$ cat src/rtl/pulse_scheduler_if.sv
// pulse_scheduler_if: configuration write bus for pulse_scheduler.
//   cfg_valid : write request (master -> slave)
//   cfg_ready : write accepted when high with cfg_valid (slave -> master)
//   cfg_addr  : register select 0=LAST 1=DATA_OFS 2=SET_OFS 3=STATE_OFS
//   cfg_data  : value to write, CNT_W bits
interface pulse_scheduler_if #(
    parameter int CNT_W = 4
);
    logic             cfg_valid;
    logic             cfg_ready;
    logic [1:0]       cfg_addr;
    logic [CNT_W-1:0] cfg_data;
    modport master (output cfg_valid, cfg_addr, cfg_data, input cfg_ready);
    modport slave  (input cfg_valid, cfg_addr, cfg_data, output cfg_ready);
endinterface

$ cat src/rtl/pulse_scheduler.sv
// pulse_scheduler: frame phase counter emitting three programmable phase pulses.
//   clk, rst            : clock, synchronous active-high reset
//   start, stop, single : framing control (single sampled with start)
//   cfg                 : configuration write bus (slave side)
//   Data_Out_pulse, Set_Data_out_pulse, State_Out_pulse : phase pulses
//   frame_start         : high at phase 0 while running
//   busy                : high in RUN and STOP_PEND
//   frame_count         : completed frames, wrapping
module pulse_scheduler #(
    parameter int CNT_W  = 4,
    parameter int FCNT_W = 8
) (
    input  logic              clk,
    input  logic              rst,
    input  logic              start,
    input  logic              stop,
    input  logic              single,
    pulse_scheduler_if.slave  cfg,
    output logic              Data_Out_pulse,
    output logic              Set_Data_out_pulse,
    output logic              State_Out_pulse,
    output logic              frame_start,
    output logic              busy,
    output logic [FCNT_W-1:0] frame_count
);
    typedef enum logic [1:0] {IDLE, RUN, STOP_PEND} state_t;
    state_t state, state_nx;
    logic [CNT_W-1:0] phase;
    logic [CNT_W-1:0] sh_last, sh_data, sh_set, sh_state;
    logic [CNT_W-1:0] act_last, act_data, act_set, act_state;
    logic one_shot, wrap, cfg_wr, commit;

    assign busy   = state != IDLE;
    assign wrap   = busy && phase == act_last;
    // Shadow is frozen during the commit cycle so the copy is never torn.
    assign cfg.cfg_ready = !wrap;
    assign cfg_wr = cfg.cfg_valid && cfg.cfg_ready;
    assign commit = !busy || wrap;

    assign frame_start        = busy && phase == '0;
    assign Data_Out_pulse     = busy && phase == act_data;
    assign Set_Data_out_pulse = busy && phase == act_set;
    assign State_Out_pulse    = busy && phase == act_state;

    always_comb begin
        state_nx = state;
        case (state)
            IDLE:      state_nx = (start && !stop) ? RUN : IDLE;
            // A stop seen on the last phase ends the frame right there.
            RUN:       state_nx = (stop || one_shot) ? (wrap ? IDLE : STOP_PEND) : RUN;
            STOP_PEND: state_nx = start ? RUN : (wrap ? IDLE : STOP_PEND);
            default:   state_nx = IDLE;
        endcase
    end

    always_ff @(posedge clk) begin
        if (rst)
            state <= IDLE;
        else
            state <= state_nx;
    end

    always_ff @(posedge clk) begin
        if (rst) begin
            phase       <= '0;
            one_shot    <= 1'b0;
            frame_count <= '0;
            sh_last     <= CNT_W'(10);
            sh_data     <= CNT_W'(2);
            sh_set      <= CNT_W'(4);
            sh_state    <= CNT_W'(6);
            act_last    <= CNT_W'(10);
            act_data    <= CNT_W'(2);
            act_set     <= CNT_W'(4);
            act_state   <= CNT_W'(6);
        end else begin
            phase <= commit ? '0 : phase + CNT_W'(1);
            if (state == IDLE && start && !stop)
                one_shot <= single;
            else if (state == STOP_PEND && start)
                one_shot <= 1'b0;
            if (wrap)
                frame_count <= frame_count + FCNT_W'(1);
            if (cfg_wr) begin
                case (cfg.cfg_addr)
                    2'd0:    sh_last  <= (cfg.cfg_data == '0) ? CNT_W'(1) : cfg.cfg_data;
                    2'd1:    sh_data  <= cfg.cfg_data;
                    2'd2:    sh_set   <= cfg.cfg_data;
                    default: sh_state <= cfg.cfg_data;
                endcase
            end
            if (commit) begin
                act_last  <= sh_last;
                act_data  <= sh_data;
                act_set   <= sh_set;
                act_state <= sh_state;
            end
        end
    end
endmodule

$ cat src/flat_wrapper.sv
// flat-port wrapper written by rule: the top's interface ports become plain ports
module pulse_scheduler_flat 
#(
    parameter int CNT_W  = 4,
    parameter int FCNT_W = 8
)
  (clk, rst, start, stop, single, Data_Out_pulse, Set_Data_out_pulse, State_Out_pulse, frame_start, busy, frame_count, cfg_cfg_valid, cfg_cfg_addr, cfg_cfg_data, cfg_cfg_ready);
  pulse_scheduler_if #(.CNT_W(CNT_W)) cfg_i ();
  input  logic clk;
  input  logic rst;
  input  logic start;
  input  logic stop;
  input  logic single;
  output logic Data_Out_pulse;
  output logic Set_Data_out_pulse;
  output logic State_Out_pulse;
  output logic frame_start;
  output logic busy;
  output logic [FCNT_W-1:0] frame_count;
  input wire logic [$bits(cfg_i.cfg_valid)-1:0] cfg_cfg_valid;
  input wire logic [$bits(cfg_i.cfg_addr)-1:0] cfg_cfg_addr;
  input wire logic [$bits(cfg_i.cfg_data)-1:0] cfg_cfg_data;
  output wire logic [$bits(cfg_i.cfg_ready)-1:0] cfg_cfg_ready;
  assign cfg_i.cfg_valid = cfg_cfg_valid;
  assign cfg_i.cfg_addr = cfg_cfg_addr;
  assign cfg_i.cfg_data = cfg_cfg_data;
  assign cfg_cfg_ready = cfg_i.cfg_ready;
  pulse_scheduler #(.CNT_W(CNT_W), .FCNT_W(FCNT_W)) u_core (.clk(clk), .rst(rst), .start(start), .stop(stop), .single(single), .cfg(cfg_i), .Data_Out_pulse(Data_Out_pulse), .Set_Data_out_pulse(Set_Data_out_pulse), .State_Out_pulse(State_Out_pulse), .frame_start(frame_start), .busy(busy), .frame_count(frame_count));
endmodule
$ cat config.mk
export PLATFORM = sky130hd
export DESIGN_NAME = pulse_scheduler_flat
export DESIGN_NICKNAME = d
export VERILOG_FILES = /design/src/rtl/pulse_scheduler_if.sv /design/src/rtl/pulse_scheduler.sv /design/src/flat_wrapper.sv
export SDC_FILE = /design/constraint.sdc
export NUM_CORES = 1
export LEC_CHECK = 0
export CAP_MARGIN = 30
export CORE_MARGIN = 3
export CORE_UTILIZATION = 25
export DETAILED_ROUTE_END_ITERATION = 6
export PLACE_DENSITY = 0.42
export SLEW_MARGIN = 20
export SYNTH_ARGS = -nofsm -noshare
export SYNTH_HDL_FRONTEND = slang
export SYNTH_SLANG_ARGS = --single-unit
export TNS_END_PERCENT = 30
$ cat constraint.sdc
create_clock -name clk -period 3.8 [get_ports clk]
set_input_delay 0.76 -clock clk [delete_from_list [all_inputs] [get_ports clk]]
set_output_delay 0.76 -clock clk [all_outputs]
set_load 0.1 [all_outputs]
==> summary.txt, run 1 <==
Pwr
  • Pwr Density: 388 nW/um2
  • Leakage: 1.00 nW
  • VDD IR max: 153 uV

Layout
  • Multi-input gate area: 1210 um2
  • Final #Nets: 266
  • Ant diodes: 0
  • Finished Layout Cells: 360
  • Filler cells: 900
  • Reg area: 941 um2
  • Layout cell share with drive strength beyond 1: 12.7%
  • Final Core Density: 31.0%
  • Area Growth Syn to Fin: 20.0%

Placed design
  • Dpl ws: 1.37 ns
  • Routability cong.: 0.751
  • Dpl cells: 352
  • I/O Buffers: 25
  • HPWL Detailed: 3.69 mm

Worst setup path
  • Worst-path fanout max: 7
  • Kind of end point of the critical path: primary output
  • Worst Path Required: 3.04 ns
  • Worst EP arrival: 2.01 ns
  • Startpoint Class: flop
  • CP Class: flop to primary output

Drt
  • WL/cell: 14.4 um
  • WL met1: 2.65 mm
  • Wire length on met3: 212 um
  • Via Count: 1,660
  • Iteration-0 DRC Markers: 96
  • DRT Pass-1 Iters: 4
  • Final wirelength: 5.20 mm
  • DR DRC count: 0
  • Vias per cell: 4.61
  • DR top layer: met4
  • Antenna viol nets, final: 0
  • Met2 wire length: 2.32 mm

Clock tree
  • CTS Hold Bufs: 0
  • TritonCTS buffer count: 5
  • CTS tree: yes
  • Clock sinks: 47
  • Reg clk slew, reported paths: 0.10 ns
  • Clk root buf: clkbuf_8
  • Clk_lat worst skew: 0.31 ns
  • Post-CTS sizing: 0
  • # Post-CTS Setup Buffers: 0
  • H-tree depth: 2
  • Max Buffers Root-to-Sink: 2

Timing
  • Final-report max-slew violation count: 0
  • Final worst path period need: 2.77 ns
  • Fmax: 0.361 GHz
  • Worst Tran Pin Value: 0.966 ns
  • Setup TNS: 0 ns
  • Hold violation total from the final report: 0
  • Worst Slack Setup Final: 1.03 ns
  • Slew Limit Headroom: 35.4%
  • Unrepaired setup endpoints after global routing: false
  • Final Skew: 0.00808 ns
  • Final period util: 72.8%
  • Final setup viols: 0

Job
  • Max Cap Viol: 0

Synth
  • Post-synthesis sequential area ratio: 41.7%
  • Area contributors post-synth: dfxtp_1 (42%), mux2i_1 (12%), nor2_1 (4.5%)
  • Mapped Nets: 245
  • Most used DFF post-synth: dfxtp_1
  • Commonest cells post-synth: dfxtp_1 (47), nor2_1 (27), mux2i_1 (26)
  • Synth area leader: dfxtp_1
  • Synth cell types: 44
  • FF+latch count, synth: 47
  • EDFF count, synth: 0
  • Synthesized cell area: 2250 um2
  • Most common cell in the synthesized netlist: dfxtp_1
  • Top cell type's share of synthesized area: 41.7%
  • Async SR Flop Fraction: 0%
  • Syn Inst Count: 230
  • Syn Area/Cell: 9.80 um2
  • Warnings, synthesis: 0

Hold path
  • Hold Crit Class: flop to flop

Run status
  • Status: completed

Die
  • Rows: 34
  • Starting Density: 25.9%
  • Die Footprint: 10,200 um2
  • I/O Pins: 26
  • Core ar.: 8720 um2
  • Die Y: 101 um
  • DIE WIDTH: 101 um

GRT
  • GRT Total Usage: 10.6%
  • Initial antenna violation count: 0
  • Grt total ovfl: 0
  • Largest net degree at the start of global routing: 51
  • First-pass GRT wire length: 8.37 mm
  • Vias in the first global route: 1,565
## routing by layer
metal | GRT usage, % | vias to the layer above
li1 | - | 837
met1 | 14.7 | 789
met2 | 16.3 | 32
met3 | 3.11 | 2
met4 | 2.45 | 0
met5 | 0 | -
## state kept, by name, indices dropped and copies added, names as in the netlist
signal              cells
u_core.sh_state         4
u_core.sh_last          4
u_core.frame_count      8
u_core.act_data         4
u_core.sh_data          4
u_core.sh_set           4
u_core.act_state        4
u_core.phase            4
u_core.act_last         4
u_core.act_set          4
u_core.one_shot         1
u_core.state            2
## critical path, stage by stage (launching register included)
cell and delay, ns:
dfxtp_1 0.35, nor2_1 0.54, clkinv_1 0.40, nand2_1 0.21, buf_12 0.19
## power breakdown
part           switching [mW]  total, mW  leakage [nW]  internal, mW
clock                   0.184      0.401        0.0618         0.217
sequential             0.0124      0.520         0.382         0.508
combinational          0.0773      0.130         0.559        0.0527
## cell families after synthesis
| group | after synthesis | synth area share, % |
|---|---|---|
| AO/OA/AOI/OAI | 27 | 9.16 |
| multiplexers | 29 | 13.0 |
| adder cells (fa/ha/maj) | 3 | 1.66 |
| XOR/XNOR | 18 | 8.32 |
| buffers and inverters | 20 | 5.05 |
| AND/OR/NAND/NOR | 86 | 21.0 |
| flip-flops | 47 | 41.7 |
## worst paths after layout
kind	to	cells after the start	from	slack, ns
setup / recovery	cfg_cfg_ready	4	u_core.state[0]	1.03
hold / removal	u_core.act_data[1]	1	u_core.sh_data[1]	0.48
setup reg to reg	u_core.sh_state[3]	4	u_core.state[0]	1.78
hold reg to reg	u_core.act_data[1]	1	u_core.sh_data[1]	0.48
## per-stage QoR
stage	power (mW)	cell area (um2)	hold WS, ns
2_1_floorplan	0.622	2260	0.436
3_3_place_gp	0.661	2570	0.449
3_5_place_dp	0.664	2580	0.451
4_1_cts	1.07	2710	0.475
5_1_grt	1.11	2710	0.496
6_report	1.05	2710	0.475
## layout by cell type (no fill, tap or decap), types with 3 or more instances in the layout
| cell type | Yosys | layout |
|---|---|---|
| a21oi_1 | 6 | 6 |
| xnor2_2 | 4 | 4 |
| mux2i_1 | 26 | 26 |
| nand2b_1 | 14 | 14 |
| or4_1 | 3 | 3 |
| and2_1 | 6 | 6 |
| ha_1 | 3 | 3 |
| xor2_1 | 4 | 4 |
| clkdlybuf4s50_1 | 0 | 18 |
| clkbuf_8 | 0 | 6 |
| nor3_1 | 8 | 8 |
| o21ai_0 | 3 | 3 |
| nand3_1 | 11 | 11 |
| o31ai_1 | 3 | 3 |
| nor2_1 | 27 | 27 |
| dfxtp_1 | 47 | 47 |
| xnor2_1 | 10 | 10 |
| nor2b_1 | 4 | 4 |
| buf_4 | 2 | 7 |
| nand2_1 | 3 | 3 |
| a211o_1 | 6 | 6 |
| inv_1 | 5 | 5 |
## final cells by class
cell class	instances	share of cell area, %
Clock buffer	6	3.05
Clock inverter	2	1.43
Inverter	6	0.832
Multi-Input combinational cell	163	44.8
Sequential cell	47	34.8
Tap cell	108	4.99
Timing Repair Buffer	28	10.1
Power figures use the tool's default switching activity.
==> run 2: changes to the inputs <==
==> constraint.sdc (replaced) <==
create_clock -name clk -period 2.8 [get_ports clk]
set_input_delay 0.56 -clock clk [delete_from_list [all_inputs] [get_ports clk]]
set_output_delay 0.56 -clock clk [all_outputs]
set_load 0.1 [all_outputs]
==> run 2 against run 1 <==
  * Combinational power is 45% higher
  * Largest cell class unchanged
  * Wire length shrank 0.19%
  * Clock power rose by 13%
  * Clock skew is 0.0041 ns lower
  * Flip-flop and latch count is the same
  * Register-to-register slack got worse by 1.0 ns
  * First-iteration DRC count down 55%
  * Critical path type unchanged
==> summary.txt, run 2 (synthesized netlist as in run 1, its figures left out) <==
Die
  • I/O Pins: 26 (unchanged)
  • Starting Density: 25.9% (unchanged)
  • Die Y: 101 um (unchanged)
  • DIE WIDTH: 101 um (unchanged)
  • Core ar.: 8720 um2 (unchanged)
  • Die Footprint: 10,200 um2 (unchanged)
  • Rows: 34 (unchanged)

Clock tree
  • # Post-CTS Setup Buffers: 0 (unchanged)
  • Clock sinks: 47 (unchanged)
  • CTS tree: yes (unchanged)
  • H-tree depth: 2 (unchanged)
  • Clk root buf: clkbuf_8 (unchanged)
  • Clk_lat worst skew: 0.30 ns (was 0.31 ns)
  • Max Buffers Root-to-Sink: 2 (unchanged)
  • Post-CTS sizing: 0 (unchanged)
  • TritonCTS buffer count: 5 (unchanged)
  • Reg clk slew, reported paths: 0.09 ns (was 0.10 ns)
  • CTS Hold Bufs: 0 (unchanged)

Layout
  • Commonest non-fill, non-tap cell in the layout: dfxtp_1 (unchanged)
  • Area Growth Syn to Fin: 21.5% (was 20.0%)
  • Final Core Density: 31.4% (was 31.0%)
  • Top reg by flops: u_core.frame_count (unchanged)
  • Most frequent cells in the layout: dfxtp_1 (47), nor2_1 (27), mux2i_1 (26) (unchanged)
  • Multi-input gate area: 1210 um2 (unchanged)
  • Reg area: 941 um2 (unchanged)
  • Final #Nets: 267 (was 266)
  • Ant diodes: 0 (unchanged)
  • Finished Layout Cells: 361 (was 360)
  • Layout cell share with drive strength beyond 1: 15.8% (was 12.7%)
  • Filler cells: 919 (was 900)
  • Largest register FFs: 8 (unchanged)
  • Design area: 2740 um2 (was 2710 um2)

Timing
  • Final Skew: 0.00402 ns (was 0.00808 ns)
  • Hold Slack: 0.468 ns (was 0.475 ns)
  • Worst Tran Pin Value: 0.684 ns (was 0.966 ns)
  • Worst Slack Setup Final: 0.211 ns (was 1.03 ns)
  • Setup TNS: 0 ns (unchanged)
  • Final setup viols: 0 (unchanged)
  • Final period util: 92.5%
  • Unrepaired setup endpoints after global routing: false (unchanged)
  • Final worst path period need: 2.59 ns
  • Slew Limit Headroom: 54.4% (was 35.4%)
  • Final-report max-slew violation count: 0 (unchanged)
  • Hold violation total from the final report: 0 (unchanged)
  • Fmax: 0.386 GHz

Worst setup path
  • CP Class: flop to primary output (unchanged)
  • Kind of end point of the critical path: primary output (unchanged)
  • Worst Path Required: 2.24 ns (was 3.04 ns)
  • Path depth of the worst reg2reg path: 4 (unchanged)
  • Startpoint Class: flop (unchanged)
  • Worst-path fanout max: 7 (unchanged)
  • Worst EP arrival: 2.03 ns (was 2.01 ns)

Placed design
  • HPWL Detailed: 3.69 mm (about the same)
  • Routability cong.: 0.725 (was 0.751)
  • Dpl ws: 0.524 ns (was 1.37 ns)
  • I/O Buffers: 25 (unchanged)
  • Dpl cells: 353 (was 352)
  • Placement Cell Area: 2640 um2 (was 2580 um2)

GRT
  • GRT Total Usage: 10.7% (was 10.6%)
  • Grt total ovfl: 0 (unchanged)
  • First-pass GRT wire length: 8.47 mm (was 8.37 mm)
  • Vias in the first global route: 1,656 (was 1,565)
  • Largest net degree at the start of global routing: 34 (was 51)
  • Initial antenna violation count: 0 (unchanged)

Hold path
  • Worst Hold Path Cells: 1 (unchanged)
  • Hold Crit Class: flop to flop (unchanged)

Drt
  • Vias per cell: 4.60 (was 4.61)
  • Antenna viol nets, final: 0 (unchanged)
  • DRT Pass-1 Iters: 4 (unchanged)
  • DR DRC count: 0 (unchanged)
  • Via Count: 1,660 (unchanged)
  • WL/cell: 14.4 um (about the same)
  • Iteration-0 DRC Markers: 43 (was 96)
  • Final wirelength: 5.19 mm (was 5.20 mm)

Pwr
  • VDD IR max: 169 uV (was 153 uV)
  • Pwr Density: 492 nW/um2 (was 388 nW/um2)
  • Leakage: 1.03 nW (was 1.00 nW)
  • Final Power: 1.35 mW (was 1.05 mW)

Run status
  • Status: completed (unchanged)

Job
  • Max Cap Viol: 0 (unchanged)
==> run 2: cell types whose count changed in the layout (fill, tap and decap cells not counted) <==
cell / before / now
clkdlybuf4s50_1: 18 / 10
buf_12: 1 / 7
buf_4: 7 / 11
buf_8: 1 / 0
bufinv_16: 1 / 0
clkbuf_1: 0 / 1
clkbuf_8: 6 / 7
inv_6: 1 / 0
==> run 2: area by class of cell <==
class / count / share of cell area [%]
clock buffer: 8 / 3.65
multi-input combinational: 163 / 44.3
inverter: 6 / 0.822
timing repair buffer: 29 / 12.0
tap: 108 / 4.93
sequential: 47 / 34.3
==> run 2: critical path, cell delays in order, from the launching register on <==
cell and delay [ns]:
dfxtp_1 0.35, nor2_1 0.53, clkinv_1 0.44, nand2_1 0.21, buf_12 0.19
==> run 2: layer usage <==
metal	vias to the layer above	track usage (%)	share of wire (%)
met1	775	14.6	50
met3	5	2.63	4.6
met4	0	3.07	0.91
li1	843	-	-
met2	37	16.9	44
met5	-	0	0
==> run 2: path summary, 6_finish.rpt <==
kind / start / end / slack (ns)
worst max register to register: u_core.state[0] / u_core.sh_state[3] / 0.76
worst min register to register: u_core.sh_set[2] / u_core.act_set[2] / 0.47
worst max-delay path: u_core.state[0] / cfg_cfg_ready / 0.21
worst min-delay path: u_core.sh_set[2] / u_core.act_set[2] / 0.47
==> run 2: power by group <==
| part | internal, mW | total (mW) | switching (mW) |
|---|---|---|---|
| registers | 0.689 | 0.706 | 0.0171 |
| logic | 0.0809 | 0.188 | 0.107 |
| clock network | 0.226 | 0.455 | 0.229 |
| total | 0.996 | 1.35 | 0.354 |
==> run 3: changes to the inputs <==
--- a/config.mk
+++ b/config.mk
@@ -5,11 +5,12 @@
 export SDC_FILE = /design/constraint.sdc
 export NUM_CORES = 1
 export LEC_CHECK = 0
-export CAP_MARGIN = 30
+export CAP_MARGIN = 15
 export CORE_MARGIN = 3
 export CORE_UTILIZATION = 25
 export DETAILED_ROUTE_END_ITERATION = 6
-export PLACE_DENSITY = 0.42
+export PLACE_DENSITY = 0.48
+export SKIP_LAST_GASP = 1
 export SLEW_MARGIN = 20
 export SYNTH_ARGS = -nofsm -noshare
 export SYNTH_HDL_FRONTEND = slang
==> run 3 against run 2 <==
  * Maximum frequency rose by 13%
  * Clock skew rose by 0.0062 ns
  * Sequential share of layout area rose by 0.24 points
  * Via count fell by 0.60%
  * Flip-flop and latch count did not move
  * Total power fell by 2.5%
  * Critical path depth did not move
  * First-iteration DRC count rose by 37%
  * Global-route usage fell by 0.37 points
  * Clock-buffer cell count fell by 2
  * Design area fell by 0.69%
==> summary.txt, run 3 (synthesized netlist as in run 1, its figures left out) <==
Worst setup path
  • Worst path max stage delay: 0.57 ns (was 0.53 ns)
  • Critical Path Start: u_core.phase[2] (was u_core.state[0])
  • Worst r2r src: u_core.phase[2] (was u_core.state[0])
  • Startpoint Class: flop (unchanged)
  • Crit path max-delay family: flip-flops (was simple AND/OR/NAND/NOR gates)
  • CP Class: flop to primary output (unchanged)
  • Worst EP arrival: 1.73 ns (was 2.03 ns)
  • Kind of end point of the critical path: primary output (unchanged)
  • CP cell instances: xnor2_2 > and4_1 > nand2_1 > buf_12 (was nor2_1 > clkinv_1 > nand2_1 > buf_12)
  • Bufs and invs on worst path: 1 (was 2)
  • Worst-path fanout max: 7 (unchanged)
  • Worst Path Required: 2.24 ns (about the same)
  • Worst path slowest cell: dfxtp_1 (was nor2_1)

Run status
  • Status: completed (unchanged)

Clock tree
  • Clock sinks: 47 (unchanged)
  • CTS Hold Bufs: 0 (unchanged)
  • Clk_lat worst skew: 0.30 ns (about the same)
  • CTS tree: yes (unchanged)
  • Max Buffers Root-to-Sink: 2 (unchanged)
  • Clk root buf: clkbuf_8 (unchanged)
  • Post-CTS sizing: 0 (unchanged)
  • TritonCTS buffer count: 5 (unchanged)
  • H-tree depth: 2 (unchanged)
  • Reg clk slew, reported paths: 0.10 ns (was 0.09 ns)
  • # Post-CTS Setup Buffers: 0 (unchanged)

Timing
  • Final Skew: 0.0102 ns (was 0.00402 ns)
  • Hold violation total from the final report: 0 (unchanged)
  • Final period util: 81.9% (was 92.5%)
  • Hold Slack: 0.473 ns (was 0.468 ns)
  • Unrepaired setup endpoints after global routing: false (unchanged)
  • Fmax: 0.436 GHz (was 0.386 GHz)
  • Worst Tran Pin Value: 0.596 ns (was 0.684 ns)
  • Final setup viols: 0 (unchanged)
  • Final worst path period need: 2.29 ns (was 2.59 ns)
  • Slew Limit Headroom: 60.2% (was 54.4%)
  • Final-report max-slew violation count: 0 (unchanged)

Die
  • Die Y: 101 um (unchanged)
  • DIE WIDTH: 101 um (unchanged)
  • Rows: 34 (unchanged)
  • Starting Density: 25.9% (unchanged)
  • I/O Pins: 26 (unchanged)
  • Core ar.: 8720 um2 (unchanged)
  • Die Footprint: 10,200 um2 (unchanged)

Layout
  • Filler cells: 913 (was 919)
  • Most frequent cells in the layout: dfxtp_1 (47), nor2_1 (27), mux2i_1 (26) (unchanged)
  • Commonest non-fill, non-tap cell in the layout: dfxtp_1 (unchanged)
  • Ant diodes: 0 (unchanged)
  • Layout cell share with drive strength beyond 1: 15.4% (was 15.8%)
  • Top reg by flops: u_core.frame_count (unchanged)
  • Largest register FFs: 8 (unchanged)
  • Final Core Density: 31.2% (was 31.4%)
  • Finished Layout Cells: 361 (unchanged)
  • Final #Nets: 267 (unchanged)
  • Area Growth Syn to Fin: 20.7% (was 21.5%)

Placed design
  • I/O Buffers: 25 (unchanged)
  • Dpl cells: 353 (unchanged)
  • Routability cong.: 0.719 (was 0.725)
  • HPWL Detailed: 3.56 mm (was 3.69 mm)

Hold path
  • Hold Crit Class: flop to flop (unchanged)
  • Hold_sp: u_core.sh_set[2] (unchanged)

Drt
  • Antenna viol nets, final: 0 (unchanged)
  • DR DRC count: 0 (unchanged)
  • Via Count: 1,650 (was 1,660)
  • Final wirelength: 4.93 mm (was 5.19 mm)
  • WL/cell: 13.7 um (was 14.4 um)
  • DRT Pass-1 Iters: 4 (unchanged)
  • Iteration-0 DRC Markers: 59 (was 43)
  • Vias per cell: 4.57 (was 4.60)

Pwr
  • Leakage: 1.02 nW (was 1.03 nW)
  • VDD IR max: 184 uV (was 169 uV)
  • Pwr Density: 484 nW/um2 (was 492 nW/um2)

GRT
  • Grt total ovfl: 0 (unchanged)
  • First-pass GRT wire length: 8.15 mm (was 8.47 mm)
  • Initial antenna violation count: 0 (unchanged)
  • Vias in the first global route: 1,573 (was 1,656)
  • Largest net degree at the start of global routing: 33 (was 34)
  • GRT Total Usage: 10.4% (was 10.7%)

Job
  • Max Cap Viol: 0 (unchanged)
[run 3: area by class of cell]
type,count,area (um2),share of cell area [%]
Clock buffer,6,72.6,2.67
Clock inverter,2,16.3,0.598
Inverter,6,22.5,0.828
Multi-Input combinational cell,163,1210,44.3
Sequential cell,47,941,34.6
Tap cell,108,135,4.97
Timing Repair Buffer,29,328,12.0
[run 3: power by group]
group          internal [mW]  total [mW]  switching [mW]
clock                  0.180       0.426           0.246
combinational         0.0799       0.184           0.104
sequential             0.689       0.706          0.0170
total                  0.949        1.32           0.367
[run 3: metal layers]
metal	GRT usage, %	wire (um)
met1	14.2	2500
met2	15.7	2170
met3	2.70	206
met4	3.68	48
met5	0	0
[run 3: worst paths after layout]
path / depth (start not counted) / endpoint / slack [ns]
setup / recovery: 4 / cfg_cfg_ready / 0.51
hold / removal: 1 / u_core.act_set[2] / 0.47
setup reg to reg: 4 / u_core.frame_count[7] / 0.96
hold reg to reg: 1 / u_core.act_set[2] / 0.47
[run 3: through the flow]
stage               setup TNS (ns)  setup slack [ns]  total power [mW]  area, um2
floorplan                    -2.36            -0.644             0.845       2260
global placement                 0             0.822             0.908       2630
detailed placement               0             0.829             0.908       2630
CTS                              0             0.465              1.34       2720
global route                     0             0.373              1.38       2720
finish                           0             0.506              1.32       2720
